File: src/rtl/param_rr_stream_mux.sv
// param_rr_stream_mux
//   Registered N:1 stream selector with valid/ready handshakes. One output
//   register stage: 1-cycle latency, and one word per cycle while out_ready
//   stays high. The source is chosen either directly by `sel` (mode = 0) or
//   by a rotating round-robin pointer among valid inputs (mode = 1).
//
// Ports
//   clk       : clock, rising edge
//   rst       : synchronous reset, active low
//   mode      : 0 = direct select, 1 = round-robin
//   sel       : channel index used in direct mode
//   in_data   : packed channel data, channel i at [i*WIDTH +: WIDTH]
//   in_valid  : per-channel valid
//   in_ready  : per-channel ready (combinational, at most one bit high)
//   out_data  : registered output word
//   out_chan  : channel that supplied out_data
//   out_valid : output register holds a word
//   out_ready : downstream accepts the output word
module param_rr_stream_mux #(
  parameter int WIDTH     = 8,
  parameter int CHANNELS  = 8,
  parameter int SEL_WIDTH = 3
) (
  input  logic                         clk,
  input  logic                         rst,
  input  logic                         mode,
  input  logic [SEL_WIDTH-1:0]         sel,
  input  logic [CHANNELS*WIDTH-1:0]    in_data,
  input  logic [CHANNELS-1:0]          in_valid,
  output logic [CHANNELS-1:0]          in_ready,
  output logic [WIDTH-1:0]             out_data,
  output logic [SEL_WIDTH-1:0]         out_chan,
  output logic                         out_valid,
  input  logic                         out_ready
);

  localparam logic [SEL_WIDTH:0]   NUM_CH  = (SEL_WIDTH+1)'(CHANNELS);
  localparam logic [SEL_WIDTH-1:0] LAST_CH = SEL_WIDTH'(CHANNELS - 1);

  logic [SEL_WIDTH-1:0] ptr_p1;
  logic                 vld_p1;
  logic [WIDTH-1:0]     data_p1;
  logic [SEL_WIDTH-1:0] chan_p1;

  logic                 can_load_p0;
  logic                 gnt_vld_p0;
  logic                 xfer_p0;
  logic [SEL_WIDTH-1:0] gnt_p0;
  logic [WIDTH-1:0]     gnt_data_p0;
  logic [SEL_WIDTH:0]   idx;

  // ---- stage p0: combinational grant and handshake ----
  // The round-robin search walks ptr, ptr+1, ... with an explicit wrap at
  // CHANNELS so non-power-of-two channel counts rotate correctly. Channel
  // indices are matched by comparison rather than variable bit-selects so an
  // out-of-range sel or index simply never matches.
  always_comb begin
    gnt_vld_p0 = 1'b0;
    gnt_p0     = '0;
    idx        = '0;
    if (!mode) begin
      for (int i = 0; i < CHANNELS; i++) begin
        if (sel == SEL_WIDTH'(i) && in_valid[i]) begin
          gnt_vld_p0 = 1'b1;
          gnt_p0     = SEL_WIDTH'(i);
        end
      end
    end else begin
      for (int k = 0; k < CHANNELS; k++) begin
        idx = {1'b0, ptr_p1} + (SEL_WIDTH+1)'(k);
        if (idx >= NUM_CH) begin
          idx = idx - NUM_CH;
        end
        for (int i = 0; i < CHANNELS; i++) begin
          if (!gnt_vld_p0 && idx == (SEL_WIDTH+1)'(i) && in_valid[i]) begin
            gnt_vld_p0 = 1'b1;
            gnt_p0     = SEL_WIDTH'(i);
          end
        end
      end
    end
  end

  always_comb begin
    gnt_data_p0 = '0;
    for (int i = 0; i < CHANNELS; i++) begin
      if (gnt_p0 == SEL_WIDTH'(i)) begin
        gnt_data_p0 = in_data[i*WIDTH +: WIDTH];
      end
    end
  end

  // The register may load when it is empty or being drained this cycle.
  assign can_load_p0 = !vld_p1 || out_ready;
  assign xfer_p0     = rst && can_load_p0 && gnt_vld_p0;
  assign in_ready    = xfer_p0 ? (CHANNELS'(1) << gnt_p0) : '0;

  // ---- stage p1: output register and round-robin pointer ----
  always_ff @(posedge clk) begin
    if (!rst) begin
      vld_p1  <= 1'b0;
      data_p1 <= '0;
      chan_p1 <= '0;
      ptr_p1  <= '0;
    end else if (xfer_p0) begin
      vld_p1  <= 1'b1;
      data_p1 <= gnt_data_p0;
      chan_p1 <= gnt_p0;
      if (mode) begin
        ptr_p1 <= (gnt_p0 == LAST_CH) ? '0 : gnt_p0 + 1'b1;
      end
    end else if (out_ready) begin
      vld_p1 <= 1'b0;
    end
  end

  assign out_valid = vld_p1;
  assign out_data  = data_p1;
  assign out_chan  = chan_p1;

endmodule

File: config.mk
export PLATFORM = sky130hd
export DESIGN_NAME = param_rr_stream_mux
export DESIGN_NICKNAME = d
export VERILOG_FILES = /design/src/rtl/param_rr_stream_mux.sv
export SDC_FILE = /design/constraint.sdc
export NUM_CORES = 1
export LEC_CHECK = 0
export BUFFER_PORTS_ARGS = -buffer_cell sky130_fd_sc_hd__buf_2
export CORE_MARGIN = 4
export CORE_UTILIZATION = 54
export CTS_BUF_LIST = sky130_fd_sc_hd__clkbuf_4
export CTS_CLUSTER_SIZE = 28
export DETAILED_ROUTE_END_ITERATION = 10
export MAX_ROUTING_LAYER = met4
export PLACE_DENSITY_LB_ADDON = 0.2
export SLEW_MARGIN = 10
export SYNTH_ARGS = -nofsm -noshare
export SYNTH_HDL_FRONTEND = slang
export SYNTH_SLANG_ARGS = --single-unit
File: constraint.sdc
create_clock -name clk -period 5.8 [get_ports clk]
set_clock_uncertainty 0.1 [all_clocks]
set_input_delay 0.87 -clock clk [delete_from_list [all_inputs] [get_ports clk]]
set_output_delay 0.87 -clock clk [all_outputs]
set_load 0.05 [all_outputs]
# After elaboration in Yosys (flattened, before gate mapping)
# Index checks and enable logic that the tools add are counted.
[totals]
regBits = 15
in_bits = 79
out_inout_bits = 20
wordCells = 548
[classes]
n_addsub = 16
magnitude_cmp = 8
n_eq_ne = 70
n_shift = 1
n_mux = 235
n_reduce_logical = 214
[ops]
columns = ["cell", "n"]
rows = [
  ["$mux W3", 70],
  ["$mux W1", 140],
  ["$logic_and A1 B1 Y1", 137],
  ["$eq A4 B3 Y1 const B", 32],
  ["$mux W8", 9],
  ["$eq A4 B2 Y1 const B", 16],
  ["$logic_not A1 Y1", 64],
  ["$mux W4", 16],
  ["$eq A4 B1 Y1 const B", 8],
  ["$logic_not A4 Y1", 8],
  ["$ge A4 B4 Y1 const B", 7],
  ["$sub A4 B4 Y4 const B", 7],
  ["$eq A3 B3 Y1 const B", 8],
  ["$add A3 B3 Y4 const B", 4],
  ["$eq A3 B2 Y1 const B", 4],
  ["$add A3 B2 Y4 const B", 2],
  ["$shl A1 B3 Y8 const A", 1],
  ["$eq A3 B1 Y1 const B", 2],
  ["$logic_not A3 Y1", 2],
  ["$add A3 B1 Y4 const B", 1],
  ["$ge A3 B4 Y1 const B", 1],
  ["$sub A3 B4 Y4 const B", 1],
  ["$add A3 B1 Y3 const B", 1],
  ["$reduce_and A2 Y1", 1],
  ["other kinds (2)", 2],
]

# Depth between registers and ports, before layout
[depth]
depth_word = 331
depth_mapped = 22
ltp_nobuf = 19

# Least setup slack after synthesis
# No wires, ideal clock.
[synth_timing]
path_type = "reg2out"
start = "register ptr_p1[2]"
end = "output port in_ready[6]"
arrival_ns = 5.167
required_ns = 4.830
path_slack_ns = -0.337
stages_incl_launch_ff = 18
path_buffers = 3
cell_sequence = "dfxtp_1 -> buf_2 -> inv_1 -> clkbuf_1 -> ha_1 -> clkinv_1 -> or3_1 -> o2111a_1 -> nand4_2 -> nor2_1 -> a32o_1 -> a221oi_1 -> nor4b_1 -> nand2b_1 -> ha_1 -> inv_1 -> clkbuf_1 -> nor4_1"
[synth_via]
elab_chain_len = 324
word_cells_on_any_way = 488
cone_classes = "15 x add/sub; 8 x order compare; 56 x eq/ne; 1 x shift; 209 x mux; 199 x reduce/logical"
[synth_lines]
columns = ["element", "line", "text"]
rows = [
  ["start, declared", "40", "logic [SEL_WIDTH-1:0] ptr_p1;"],
  ["start signal, assigned", "110", "ptr_p1 <= (gnt_p0 == LAST_CH) ? '0 : gnt_p0 + 1'b1;"],
  ["$sub A3 B4 Y4 / $ge A3 B4 Y1 (equally long branches)", "72, 71", ""],
  ["$mux W4", "71", "if (idx >= NUM_CH) begin"],
  ["$mux W4", "61", "if (!mode) begin"],
  ["$logic_not A4 Y1", "75", "if (!gnt_vld_p0 && idx == (SEL_WIDTH+1)'(i) && in_valid[i]) begin"],
  ["$logic_and A1 B1 Y1", "75", ""],
  ["$mux W1", "75", ""],
  ["$mux W1", "61", ""],
  ["$logic_not A1 Y1", "75", ""],
  ["[... 307 more ...]", "--", ""],
  ["$mux W1", "75", ""],
  ["$mux W1", "61", ""],
  ["$logic_not A1 Y1", "75", ""],
  ["$logic_and A1 B1 Y1 (2 in series)", "75", ""],
  ["$mux W3 / $mux W1 (equally long branches)", "75", ""],
  ["$mux W3 / $mux W1 (equally long branches)", "61", ""],
  ["$shl A1 B3 Y8 / $logic_and A1 B1 Y1 (equally long branches)", "96, 95", ""],
  ["$mux W8 (*)", "96", "assign in_ready = xfer_p0 ? (CHANNELS'(1) << gnt_p0) : '0;"],
  ["end, declared", "30", "output logic [CHANNELS-1:0] in_ready,"],
]
# Every way passes the cells marked *; elsewhere a longest branch is shown, timed or not. The select of a mux whose other input is x is not followed.

# Worst setup path in the final report
[layout_timing]
start = "register ptr_p1[1]"
end = "output port in_ready[3]"
[layout_via]
elab_chain_len = 324
word_cells_on_any_way = 488
cone_classes = "15 x add/sub; 8 x order compare; 56 x eq/ne; 1 x shift; 209 x mux; 199 x reduce/logical"
[layout_lines]
columns = ["element", "line", "text"]
rows = [
  ["$sub A3 B4 Y4 / $ge A3 B4 Y1 (equally long branches)", "72, 71", ""],
  ["$mux W4", "71", ""],
  ["$mux W4", "61", ""],
  ["$logic_not A4 Y1", "75", ""],
  ["$logic_and A1 B1 Y1", "75", ""],
  ["$mux W1", "75", ""],
  ["$mux W1", "61", ""],
  ["$logic_not A1 Y1", "75", ""],
  ["[... 308 more ...]", "--", ""],
  ["$mux W1", "61", ""],
  ["$logic_not A1 Y1", "75", ""],
  ["$logic_and A1 B1 Y1 (2 in series)", "75", ""],
  ["$mux W3 (*)", "75", ""],
  ["$mux W3 (*)", "61", ""],
  ["via gnt_p0[1]", "48", "logic [SEL_WIDTH-1:0] gnt_p0;"],
  ["$shl A1 B3 Y8 (*)", "96", ""],
  ["$mux W8 (*)", "96", ""],
]
# The timed path passes the listed nets; every way through them passes the cells marked *. The select of a mux whose other input is x is not followed.

==> flow_summary_export.csv <==
group,metric,value,unit
finish,nFillCells,507,
run,cap_violations,0,
worst_setup_path,crit_end,"in_ready[3]",
place,placed_area,3670,um2
worst_setup_path,crit_slowest_cell,"or4b_1",
place,pre_cts_ws,0.259,ns
yosys,synth_edf_count,0,
yosys,synth_compound_area_share,38.1,%
routing,dr.pass1.iters,6,
worst_setup_path,path_cells,"buf_4 -> inv_1 -> ha_1 -> clkinv_1 -> or3_1 -> o2111a_1 -> nand4_2 -> nor2_2 -> a32o_1 -> a221oi_2 -> or4b_1 -> and2_1 -> ha_1 -> ha_1 -> clkinvlp_4 -> nor2_1 -> buf_2",
place,gp_congestion,0.972,
sta,fmax,180,MHz
yosys,synthSimpleGateAreaFrac,32.7,%
clock_network,root_buffer,"clkbuf_4",
clock_network,htreeDepth,1,
status,status,"completed",
worst_setup_path,worstSetupStartpointType,"register",
floorplan,ios,99,
yosys,synth_top_family_by_area,"compound AO/OA/AOI/OAI gates",
yosys,synth_xor_area_share,0,%
sta,rsz0062_at_grt,"no",
worst_setup_path,worstPathRequired,4.83,ns
worst_hold_path,hold_class,"register to register",
sta,hold_viol,0,
yosys,yosys_most_used_dff,"dfxtp_1",
worst_setup_path,worst-r2r-cell-count,20,
yosys,synth.ff_latch_count,15,
yosys,syn_inst,447,
worst_setup_path,critPathTopFamily,"simple AND/OR/NAND/NOR gates",
finish,fin_area,3740,um2
routing,ant_nets,0,
clock_network,clockBufferDepth,2,
finish,drive_above_1_share,29.5,%
clock_network,clkSlewWorstSetupHoldPaths,0.11,ns
worst_setup_path,slowest_delay,0.52,ns
power,power_leakage,1.56,nW
yosys,syn_area_per_cell,7.01,um2
finish,synthToLayoutAreaGrowth,19.2,%
global_route,grt_max_degree,39,
floorplan,core_area,5570,um2
global_route,track_usage,34.0,%
routing,drc,0,
clock_network,cts_tree,"yes",
floorplan,start_util,56.3,%
finish,n_antenna_cell,0,
finish,postLayoutCoreUtil,67.0,%
floorplan,die_w,84.2,um
clock_network,cts_sinks,15,
worst_setup_path,crit_type,"register to output port",
sta,slew_headroom,40.2,%
worst_setup_path,crit_cells,17,
floorplan,die-area,7090,um2
yosys,synth-seq-area-share,9.58,%
global_route,antenna_found_initial,0,
global_route,grt.overflow.total,0,
worst_setup_path,startpoint,"ptr_p1[1]",
routing,wl,12400,um
worst_setup_path,r2r-start,"ptr_p1[1]",
sta,slew_viol_final,0,
worst_setup_path,worstPathArrival,4.60,ns
sta,worst_slew_pin_slew,0.886,ns
finish,nets,615,
sta,post-route-period-util,96.0,%
sta,worst_slack,0.235,ns
sta,fin_crit,5.57,ns
clock_network,post_cts_buffers,0,
clock_network,clk_latency,0.30,ns
place,dpl.hpwl,9330,um
routing,avgRoutedWirePerCell,20.8,um
yosys,synth_mux_area_share,7.98,%
worst_hold_path,hp-start,"out_chan[2]",
global_route,grt_pass1_vias,3881,
global_route,grt_pass1_wl,19200,um
floorplan,rows,27,
place,portBuffers,98,
worst_setup_path,critPathMostFrequentCell,"ha_1",
yosys,synth_adder_area_share,3.59,%
yosys,ys_async_sr_fraction,0,%
routing,dr.first_iter.drc_count,675,
power,power_density,246,nW/um2
worst_setup_path,critPathMaxFanout,16,
sta,fin_tns_setup,0,ns
routing,vias,4190,
worst_setup_path,r2r-end,"out_data[5]",
floorplan,dieHeight,84.2,um
worst_setup_path,critical_path_buf_inv_count,5,
worst_setup_path,regToRegSetupSlack,0.67,ns
yosys,syn_nets,535,
sta,final-setup-viol-count,0,
routing,vias_per_cell,7.01,
yosys,synth.distinct_cells,77,
clock_network,cts_made_buffers,3,
yosys,syn_area,3140,um2
power,peakVddDrop,0.142,mV
worst_setup_path,crit_path_end_kind,"output port",
yosys,yosysWarnings,0,
Yosys cell counts (3+ instances only):
| library cell | count | area (um2) |
|---|---|---|
| mux2i_1 | 15 | 150 |
| nand2_1 | 47 | 176 |
| nor3b_1 | 3 | 22.5 |
| nor2b_1 | 8 | 50.1 |
| a21boi_0 | 5 | 37.5 |
| and3_1 | 8 | 50.1 |
| nand3_1 | 12 | 60.1 |
| a32o_1 | 7 | 70.1 |
| or3_1 | 4 | 25.0 |
| nor3_1 | 18 | 90.1 |
| a31oi_1 | 7 | 43.8 |
| buf_6 | 4 | 45.0 |
| o211ai_1 | 10 | 75.1 |
| a211oi_1 | 6 | 45.0 |
| nand3b_1 | 9 | 67.6 |
| o21ai_0 | 15 | 75.1 |
| buf_1 | 4 | 15.0 |
| ha_1 | 9 | 113 |
| or2_2 | 3 | 18.8 |
| a21oi_1 | 24 | 120 |
| o32a_1 | 3 | 30.0 |
| dfxtp_1 | 15 | 300 |
| a22oi_1 | 15 | 113 |
| nand2b_1 | 11 | 68.8 |
| o22ai_1 | 11 | 68.8 |
| and2_1 | 12 | 75.1 |
| o41ai_1 | 5 | 43.8 |
| nor2_1 | 35 | 131 |
| nor4_1 | 3 | 18.8 |
| buf_2 | 3 | 15.0 |
| inv_1 | 12 | 45.0 |
| a221oi_1 | 10 | 87.6 |
| nand4_1 | 7 | 43.8 |
| clkbuf_1 | 27 | 101 |
| o31ai_1 | 5 | 37.5 |
cell type report:
| type | instances | area (um2) | area share (%) |
|---|---|---|---|
| multi-input cells | 376 | 2630 | 70.4 |
| repair buffers | 117 | 633 | 16.9 |
| flip-flops and latches | 15 | 300 | 8.03 |
| well taps | 72 | 90.1 | 2.41 |
| inverters | 14 | 56.3 | 1.51 |
| clock buffers | 3 | 22.5 | 0.603 |
| clock inverters | 1 | 5.00 | 0.134 |
report_power, final:
| group | total, mW | internal [mW] | switching (mW) |
|---|---|---|---|
| Clock | 0.0672 | 0.0257 | 0.0415 |
| Sequential | 0.136 | 0.125 | 0.0118 |
| Combinational | 0.715 | 0.251 | 0.464 |
layer usage:
metal	vias to the layer above	global-route usage (%)	part of all wire [%]
li1	1877	-	-
met1	1911	47.9	42
met2	356	47.3	42
met3	46	8.24	13
met4	0	10.7	2.6
met5	-	-	0
cell usage in the layout, fill, tap and decap left out, drive strengths merged, types with 8 or more instances in the layout:
| master | n |
|---|---|
| nor2b | 8 |
| a21oi | 24 |
| nand2 | 47 |
| and3 | 8 |
| o21ai | 17 |
| nor3 | 19 |
| nand3 | 12 |
| o211ai | 10 |
| a22oi | 15 |
| nand4 | 8 |
| dfxtp | 15 |
| buf | 117 |
| nand3b | 9 |
| nor2 | 36 |
| ha | 9 |
| inv | 12 |
| nand2b | 11 |
| o22ai | 11 |
| mux2i | 16 |
| and2 | 12 |
| a221oi | 12 |
repair_timing:
action | in CTS | in global routing
endpoints found under the setup margin | 2 | 6
hold endpoints to repair | 0 | 0
gates resized for setup | 1 | 7
cloned | 0 | 0
hold buffers | 0 | 0
worst min-delay path by stage:
| stage | end | depth (start not counted) |
|---|---|---|
| after floorplan | out_chan[2] | 2 |
| after global placement | out_chan[2] | 2 |
| after detailed placement | out_chan[0] | 2 |
| after CTS | out_chan[0] | 2 |
| after global routing | out_chan[0] | 2 |
| final | out_chan[2] | 2 |
registers in the layout, summed over array words and instances, names as in the netlist:
register,cells
out_valid,1
out_chan,3
ptr_p1,3
out_data,8
stage by stage:
step / total power, mW / hold slack, ns / std cells
3_3_place_gp: 0.813 / 0.340 / 594
2_1_floorplan: 0.635 / 0.572 / 447
6_report: 0.919 / 0.371 / 598
3_5_place_dp: 0.818 / 0.354 / 594
4_1_cts: 0.887 / 0.369 / 598
5_1_grt: 0.970 / 0.390 / 598
tightest hold or removal path, cell delays in order, from the launching register on:
cell,delay [ns]
dfxtp_1,0.33
nand2_1,0.05
a21oi_1,0.05
cells by family (layout without fill, tap and decap cells):
family / after synthesis / after routing
fa+ha+maj: 9 / 9
mux: 21 / 21
flops: 15 / 15
simple gates: 192 / 192
buf+inv: 56 / 135
compound gates: 154 / 154
(Power assumes the default switching activity.)
